**src/rtl/tri_128x16_1r1w_ctl_pkg.sv**
```systemverilog
// Shared types and constants for the 128x16 1R1W array controller.
package tri_ary_ctl_pkg;

    localparam int unsigned ARY_ENTRIES = 128;
    localparam int unsigned ARY_AW      = 7;
    localparam int unsigned ARY_DW      = 16;

    typedef enum logic {
        INIT,
        RUN
    } ctl_state_t;

    // One read in flight: its valid bit plus any same-cycle write to merge on return.
    typedef struct packed {
        logic              val;
        logic              coll;
        logic [ARY_DW-1:0] bw;
        logic [ARY_DW-1:0] di;
    } rd_stage_t;

endpackage

```
**src/rtl/tri_128x16_1r1w_ctl_if.sv**
```systemverilog
// Requester-side bus of the array controller: init control, two write ports, one read port.
interface tri_128x16_1r1w_ctl_if;
    import tri_ary_ctl_pkg::*;

    logic              init_req;
    logic              init_busy;

    logic              wr0_req;
    logic [ARY_AW-1:0] wr0_adr;
    logic [ARY_DW-1:0] wr0_bw;
    logic [ARY_DW-1:0] wr0_di;
    logic              wr0_gnt;

    logic              wr1_req;
    logic [ARY_AW-1:0] wr1_adr;
    logic [ARY_DW-1:0] wr1_bw;
    logic [ARY_DW-1:0] wr1_di;
    logic              wr1_gnt;

    logic              rd_req;
    logic [ARY_AW-1:0] rd_adr;
    logic              rd_rdy;
    logic              rd_val;
    logic [ARY_DW-1:0] rd_data;

    modport master (
        output init_req,
        input  init_busy,
        output wr0_req, wr0_adr, wr0_bw, wr0_di,
        input  wr0_gnt,
        output wr1_req, wr1_adr, wr1_bw, wr1_di,
        input  wr1_gnt,
        output rd_req, rd_adr,
        input  rd_rdy, rd_val, rd_data
    );

    modport slave (
        input  init_req,
        output init_busy,
        input  wr0_req, wr0_adr, wr0_bw, wr0_di,
        output wr0_gnt,
        input  wr1_req, wr1_adr, wr1_bw, wr1_di,
        output wr1_gnt,
        input  rd_req, rd_adr,
        output rd_rdy, rd_val, rd_data
    );

endinterface

```
**src/rtl/tri_128x16_1r1w_ctl_rd_pipe.sv**
```systemverilog
// Read-return pipeline: delays read tags to line up with ary_do, merges a colliding write, registers the result.
module tri_ary_rd_pipe
    import tri_ary_ctl_pkg::*;
#(
    parameter int unsigned RD_LAT = 2
) (
    input  logic              clk,
    input  logic              rst,
    input  rd_stage_t         stage_in,
    input  logic [ARY_DW-1:0] ary_do,
    output logic              rd_val,
    output logic [ARY_DW-1:0] rd_data
);

    rd_stage_t         pipe_q [RD_LAT];
    rd_stage_t         head;
    logic [ARY_DW-1:0] merged;

    // The last stage is aligned with the cycle in which ary_do carries this read's data.
    always_comb begin
        head   = pipe_q[RD_LAT-1];
        merged = ary_do;
        if (head.coll) begin
            merged = (head.di & head.bw) | (ary_do & ~head.bw);
        end
    end

    always_ff @(posedge clk or posedge rst) begin
        if (rst) begin
            for (int unsigned i = 0; i < RD_LAT; i++) begin
                pipe_q[i] <= '0;
            end
            rd_val  <= 1'b0;
            rd_data <= '0;
        end else begin
            pipe_q[0] <= stage_in;
            for (int unsigned i = 1; i < RD_LAT; i++) begin
                pipe_q[i] <= pipe_q[i-1];
            end
            rd_val <= head.val;
            if (head.val) begin
                rd_data <= merged;
            end
        end
    end

endmodule

```
**src/rtl/tri_128x16_1r1w_ctl.sv**
```systemverilog
// Controller for a 128x16 1R1W array: init sweep, two-requester write arbitration, pipelined reads.
module tri_128x16_1r1w_ctl
    import tri_ary_ctl_pkg::*;
#(
    parameter logic [ARY_DW-1:0] INIT_VAL   = 16'h0000,
    parameter int unsigned       RD_LAT     = 2,
    parameter int unsigned       STARVE_MAX = 4
) (
    input  logic                  clk,
    input  logic                  rst,
    tri_128x16_1r1w_ctl_if.slave  bus,
    output logic                  ary_wr_act,
    output logic [ARY_AW-1:0]     ary_wr_adr,
    output logic [ARY_DW-1:0]     ary_bw,
    output logic [ARY_DW-1:0]     ary_di,
    output logic                  ary_rd_act,
    output logic [ARY_AW-1:0]     ary_rd_adr,
    input  logic [ARY_DW-1:0]     ary_do
);

    localparam int unsigned       SW         = $clog2(STARVE_MAX + 1);
    localparam logic [SW-1:0]     STARVE_SAT = SW'(STARVE_MAX);
    localparam logic [ARY_AW-1:0] LAST_ADR   = ARY_AW'(ARY_ENTRIES - 1);

    ctl_state_t        state_q, state_d;
    logic [ARY_AW-1:0] init_cnt_q, init_cnt_d;
    logic [SW-1:0]     starve_q, starve_d;
    logic              wr0_gnt, wr1_gnt;
    logic              rd_acc;
    rd_stage_t         stage_in;

    always_ff @(posedge clk or posedge rst) begin
        if (rst) begin
            state_q    <= INIT;
            init_cnt_q <= '0;
            starve_q   <= '0;
        end else begin
            state_q    <= state_d;
            init_cnt_q <= init_cnt_d;
            starve_q   <= starve_d;
        end
    end

    always_comb begin
        state_d    = state_q;
        init_cnt_d = init_cnt_q;
        starve_d   = starve_q;
        wr0_gnt    = 1'b0;
        wr1_gnt    = 1'b0;
        ary_wr_act = 1'b0;
        ary_wr_adr = bus.wr0_adr;
        ary_bw     = bus.wr0_bw;
        ary_di     = bus.wr0_di;

        case (state_q)
            INIT: begin
                ary_wr_act = 1'b1;
                ary_wr_adr = init_cnt_q;
                ary_bw     = '1;
                ary_di     = INIT_VAL;
                init_cnt_d = init_cnt_q + 1'b1;
                starve_d   = '0;
                if (init_cnt_q == LAST_ADR) begin
                    state_d = RUN;
                end
            end
            RUN: begin
                // wr1 only overrides wr0 once it has been denied STARVE_MAX cycles in a row.
                if (bus.wr1_req && (starve_q == STARVE_SAT || !bus.wr0_req)) begin
                    wr1_gnt = 1'b1;
                end else if (bus.wr0_req) begin
                    wr0_gnt = 1'b1;
                end

                if (wr1_gnt) begin
                    ary_wr_adr = bus.wr1_adr;
                    ary_bw     = bus.wr1_bw;
                    ary_di     = bus.wr1_di;
                end
                ary_wr_act = (wr0_gnt || wr1_gnt) && (ary_bw != '0);

                if (bus.wr1_req && !wr1_gnt) begin
                    starve_d = (starve_q == STARVE_SAT) ? starve_q : starve_q + 1'b1;
                end else begin
                    starve_d = '0;
                end

                if (bus.init_req) begin
                    state_d    = INIT;
                    init_cnt_d = '0;
                    starve_d   = '0;
                end
            end
            default: begin
                state_d = INIT;
            end
        endcase
    end

    assign bus.wr0_gnt   = wr0_gnt;
    assign bus.wr1_gnt   = wr1_gnt;
    assign bus.init_busy = (state_q == INIT);
    assign bus.rd_rdy    = (state_q != INIT);

    assign rd_acc     = bus.rd_req && (state_q == RUN);
    assign ary_rd_act = rd_acc;
    assign ary_rd_adr = bus.rd_adr;

    // Same-cycle write to the read address is carried along and merged over ary_do on return.
    always_comb begin
        stage_in      = '0;
        stage_in.val  = rd_acc;
        stage_in.coll = rd_acc && ary_wr_act && (ary_wr_adr == bus.rd_adr);
        stage_in.bw   = ary_bw;
        stage_in.di   = ary_di;
    end

    tri_ary_rd_pipe #(
        .RD_LAT (RD_LAT)
    ) u_rd_pipe (
        .clk      (clk),
        .rst      (rst),
        .stage_in (stage_in),
        .ary_do   (ary_do),
        .rd_val   (bus.rd_val),
        .rd_data  (bus.rd_data)
    );

endmodule

```
**src/flat_wrapper.sv**
```systemverilog
// flat-port wrapper written by rule: the top's interface ports become plain ports
module tri_128x16_1r1w_ctl_flat import tri_ary_ctl_pkg::*;
#(
    parameter logic [ARY_DW-1:0] INIT_VAL   = 16'h0000,
    parameter int unsigned       RD_LAT     = 2,
    parameter int unsigned       STARVE_MAX = 4
)
  (clk, rst, ary_wr_act, ary_wr_adr, ary_bw, ary_di, ary_rd_act, ary_rd_adr, ary_do, bus_init_req, bus_init_busy, bus_wr0_req, bus_wr0_adr, bus_wr0_bw, bus_wr0_di, bus_wr0_gnt, bus_wr1_req, bus_wr1_adr, bus_wr1_bw, bus_wr1_di, bus_wr1_gnt, bus_rd_req, bus_rd_adr, bus_rd_rdy, bus_rd_val, bus_rd_data);
  tri_128x16_1r1w_ctl_if bus_i ();
  input  logic clk;
  input  logic rst;
  output logic ary_wr_act;
  output logic [ARY_AW-1:0] ary_wr_adr;
  output logic [ARY_DW-1:0] ary_bw;
  output logic [ARY_DW-1:0] ary_di;
  output logic ary_rd_act;
  output logic [ARY_AW-1:0] ary_rd_adr;
  input  logic [ARY_DW-1:0] ary_do;
  input wire logic [$bits(bus_i.init_req)-1:0] bus_init_req;
  output wire logic [$bits(bus_i.init_busy)-1:0] bus_init_busy;
  input wire logic [$bits(bus_i.wr0_req)-1:0] bus_wr0_req;
  input wire logic [$bits(bus_i.wr0_adr)-1:0] bus_wr0_adr;
  input wire logic [$bits(bus_i.wr0_bw)-1:0] bus_wr0_bw;
  input wire logic [$bits(bus_i.wr0_di)-1:0] bus_wr0_di;
  output wire logic [$bits(bus_i.wr0_gnt)-1:0] bus_wr0_gnt;
  input wire logic [$bits(bus_i.wr1_req)-1:0] bus_wr1_req;
  input wire logic [$bits(bus_i.wr1_adr)-1:0] bus_wr1_adr;
  input wire logic [$bits(bus_i.wr1_bw)-1:0] bus_wr1_bw;
  input wire logic [$bits(bus_i.wr1_di)-1:0] bus_wr1_di;
  output wire logic [$bits(bus_i.wr1_gnt)-1:0] bus_wr1_gnt;
  input wire logic [$bits(bus_i.rd_req)-1:0] bus_rd_req;
  input wire logic [$bits(bus_i.rd_adr)-1:0] bus_rd_adr;
  output wire logic [$bits(bus_i.rd_rdy)-1:0] bus_rd_rdy;
  output wire logic [$bits(bus_i.rd_val)-1:0] bus_rd_val;
  output wire logic [$bits(bus_i.rd_data)-1:0] bus_rd_data;
  assign bus_i.init_req = bus_init_req;
  assign bus_init_busy = bus_i.init_busy;
  assign bus_i.wr0_req = bus_wr0_req;
  assign bus_i.wr0_adr = bus_wr0_adr;
  assign bus_i.wr0_bw = bus_wr0_bw;
  assign bus_i.wr0_di = bus_wr0_di;
  assign bus_wr0_gnt = bus_i.wr0_gnt;
  assign bus_i.wr1_req = bus_wr1_req;
  assign bus_i.wr1_adr = bus_wr1_adr;
  assign bus_i.wr1_bw = bus_wr1_bw;
  assign bus_i.wr1_di = bus_wr1_di;
  assign bus_wr1_gnt = bus_i.wr1_gnt;
  assign bus_i.rd_req = bus_rd_req;
  assign bus_i.rd_adr = bus_rd_adr;
  assign bus_rd_rdy = bus_i.rd_rdy;
  assign bus_rd_val = bus_i.rd_val;
  assign bus_rd_data = bus_i.rd_data;
  tri_128x16_1r1w_ctl #(.INIT_VAL(INIT_VAL), .RD_LAT(RD_LAT), .STARVE_MAX(STARVE_MAX)) u_core (.clk(clk), .rst(rst), .bus(bus_i), .ary_wr_act(ary_wr_act), .ary_wr_adr(ary_wr_adr), .ary_bw(ary_bw), .ary_di(ary_di), .ary_rd_act(ary_rd_act), .ary_rd_adr(ary_rd_adr), .ary_do(ary_do));
endmodule
```
**config.mk**
```make
export PLATFORM = sky130hd
export DESIGN_NAME = tri_128x16_1r1w_ctl_flat
export DESIGN_NICKNAME = d
export VERILOG_FILES = /design/src/rtl/tri_128x16_1r1w_ctl_pkg.sv /design/src/rtl/tri_128x16_1r1w_ctl_if.sv /design/src/rtl/tri_128x16_1r1w_ctl_rd_pipe.sv /design/src/rtl/tri_128x16_1r1w_ctl.sv /design/src/flat_wrapper.sv
export SDC_FILE = /design/constraint.sdc
export NUM_CORES = 1
export LEC_CHECK = 0
export CORE_ASPECT_RATIO = 1.4
export CORE_MARGIN = 2
export CORE_UTILIZATION = 46
export CTS_CLUSTER_SIZE = 8
export DETAILED_ROUTE_END_ITERATION = 12
export DONT_BUFFER_PORTS = 1
export PLACE_DENSITY = 0.69
export SETUP_SLACK_MARGIN = 0.3
export SLEW_MARGIN = 20
export SYNTH_ARGS = -nofsm -noshare
export SYNTH_HDL_FRONTEND = slang
export SYNTH_SLANG_ARGS = --single-unit
```
**constraint.sdc**
```tcl
create_clock -name clk -period 7.5 [get_ports clk]
set_clock_uncertainty 0.2 [all_clocks]
set_input_delay 0.375 -clock clk [delete_from_list [all_inputs] [get_ports clk]]
set_output_delay 0.375 -clock clk [all_outputs]
set_load 0.01 [all_outputs]
```
==> results.cfg <==
[run_status]
status = finished clean

[critical_path]
crit_family = buffers and inverters
crit_slowest_cell = inv_1
path_depth = 4
critical_path.cell_chain = buf_4 -> inv_1 -> a32oi_1 -> nand2_1
slowest_delay_ns = 0.52
ff2ff_setup_slack_ns = 4.61
r2r-end = u_core.u_rd_pipe.pipe_q[66]
worstPathArrival_ns = 2.48
critPathLaunchType = flop
crit_type = flop to output port
path_buf_inv = 2
crit_fanout = 35
reg2reg_depth = 6
worst_ep_required_time_ns = 6.92
rr_startpoint = u_core.bus.rd_rdy
cp-end-kind = output port

[global_route]
grtUsageTotal_pct = 20.9
overflow = 0
grt_first_pass_wirelength_mm = 15.5
first_global_vias = 2824
antenna_found_initial = 0
grt_max_degree = 56

[drt]
viasPerCell = 5.92
drc_errors = 0
final_antenna_net_count = 0
drt-initial-drc-count = 132
first_pass_iters = 5
routed-via-count = 2897
wirelength_mm = 10.3
wl_per_cell_um = 21.1

[placed_design]
gp_congestion = 0.876
port-buffer-count = 0
place_area_sq_um = 4000
hpwlAfterDp_mm = 7.68
dp_slack_ns = 4.59
dp_cells = 471

[clock_network]
post_cts_resized = 0
clock_sinks = 96
clk_pin_slew_ns = 0.07
ctsHtreeMaxLevel = 3
hold_buffers = 2
post_cts.repair.setup_buffers = 0
cts_made_buffers = 9
clk_path_buf_depth = 2
clk_latency_ns = 0.34
cts_root_buffer = clkbuf_16
cts_tree = done

[synthesis]
synth_ff_type = dfrtp_1
syn_nets = 530
synthCells = 420
ys_seq_elements = 96
postSynthAreaPerCell_sq_um = 10.0
yosysTopAreaCell = dfrtp_1
ys_types = 39
yosysWarnings = 0
netlist_area_sq_um = 4210
synth_edf_count = 0
netlist.area_leader.share_pct = 57.1
seq_area_frac_synth_pct = 57.1
synthArstFlopShare_pct = 100
ys_top_cells_by_area = dfrtp_1, nand2_1, buf_4

[layout]
layout.nets = 487
area_growth_pct = 2.20
design_area_sq_um = 4300
n_antenna_cell = 0
layout.cells.most_common = nand2_1
mostFrequentLayoutCells = nand2_1, dfrtp_1, a21oi_1, nand3_1, nor2_1
final_layout_size_suffix_gt1_share_pct = 6.81
finalNonFillerCells = 489

[sta]
hold_viol_final = 0
finalCriticalPeriod_ns = 3.06
drv_slew = 0
period_share_pct = 40.8
fmax_ghz = 0.327
setup_viol = 0
fin_tns_setup_ns = 0
holdWs_ns = 0.0253
maxSlewHeadroom_pct = 31.9
final.setup.worst_slack_ns = 4.44
worstMarginPinSlew_ns = 1.02
rsz0062_at_grt = no

[die]
die_y_um = 117
core_region_area_sq_um = 8980
floorplan.initialDensity_pct = 46.9
pin_count = 176
die_area_sq_um = 9940
placementRows = 41
die_w_um = 84.8

[power_and_ir_drop]
powerDensity_nw_per_um2 = 300
vdd.ir_drop.worst_uv = 178
power_leakage_nw = 1.89

[min_path]
min_from = bus_init_req
min_path_cells = 2
min_path_type = input port to flop
hold_path_end = u_core.init_cnt_q[0]

[job]
drv_cap = 0
==> logic make-up (layout without fill, tap and decap cells) <==
kind of cell / count (synthesis) / count (layout) / share of synthesized area [%]
adder cells (fa/ha/maj): 3 / 3 / 0.892
flip-flops: 96 / 96 / 57.1
AND/OR/NAND/NOR: 170 / 170 / 18.4
AO/OA/AOI/OAI: 67 / 67 / 9.60
multiplexers: 16 / 16 / 3.80
XOR/XNOR: 4 / 4 / 0.832
buffers and inverters: 64 / 26 / 9.36
==> worst register-to-register path, cell delays in order (launching register included) <==
cell	delay (ns)
dfrtp_1	0.50
buf_4	0.41
inv_1	0.54
a32oi_1	0.45
a21oi_1	0.12
a211o_1	0.31
nor4_2	0.26
==> how the worst max path moves through the flow <==
stage | start | endpoint | slack [ns]
2_1_floorplan | rst | u_core.bus.rd_rdy | 4.42
3_3_place_gp | u_core.starve_q[0] | ary_di[8] | 4.59
3_5_place_dp | u_core.bus.rd_rdy | u_core.u_rd_pipe.pipe_q[66] | 4.59
4_1_cts | u_core.bus.rd_rdy | ary_wr_adr[0] | 4.42
5_1_grt | u_core.bus.rd_rdy | ary_wr_adr[6] | 4.22
6_report | u_core.bus.rd_rdy | ary_wr_adr[3] | 4.44
==> flip-flops by register name, summed over array words and instances (netlist names) <==
name                      flops
u_core.u_rd_pipe.pipe_q      34
u_core.bus.rd_rdy             1
u_core.u_rd_pipe.rd_val       1
u_core.starve_q               3
u_core.u_rd_pipe.head        34
u_core.u_rd_pipe.rd_data     16
u_core.init_cnt_q             7
==> where the power goes <==
group / internal [mW] / switching, mW
Combinational: 0.0763 / 0.123
Clock: 0.236 / 0.194
Sequential: 0.584 / 0.0753
==> area by class of cell <==
class / instances / area [sq um]
Sequential cell: 96 / 2400
Clock inverter: 5 / 41.3
Timing Repair Buffer: 5 / 42.5
Clock buffer: 11 / 243
Fill cell: 795 / 4680
Inverter: 5 / 21.3
Tap cell: 107 / 134
Multi-Input combinational cell: 260 / 1420
==> synthesized netlist by cell type (all sizes together) (5+ instances only) <==
| master | count |
|---|---|
| nand2 | 98 |
| dfrtp | 96 |
| mux2i | 16 |
| inv | 5 |
| o211ai | 6 |
| a32oi | 5 |
| nor4 | 11 |
| clkbuf | 19 |
| buf | 40 |
| o22ai | 5 |
| nor2 | 18 |
| nand3 | 24 |
| a21oi | 38 |
==> metal layers <==
layer / up-vias / global-route usage (%) / share of wire, %
li1: 1306 / - / -
met1: 1404 / 24.0 / 38
met2: 166 / 35.5 / 51
met3: 21 / 7.64 / 9.1
met4: 0 / 8.68 / 2.4
met5: - / 0 / 0
==> metrics by stage <==
step / total power, mW / utilization (%)
finish: 1.29 / 47.9
global placement: 0.858 / 44.5
global route: 1.36 / 47.9
CTS: 1.30 / 47.9
detailed placement: 0.867 / 44.5
floorplan: 0.822 / -
Power figures use the tool's default switching activity.
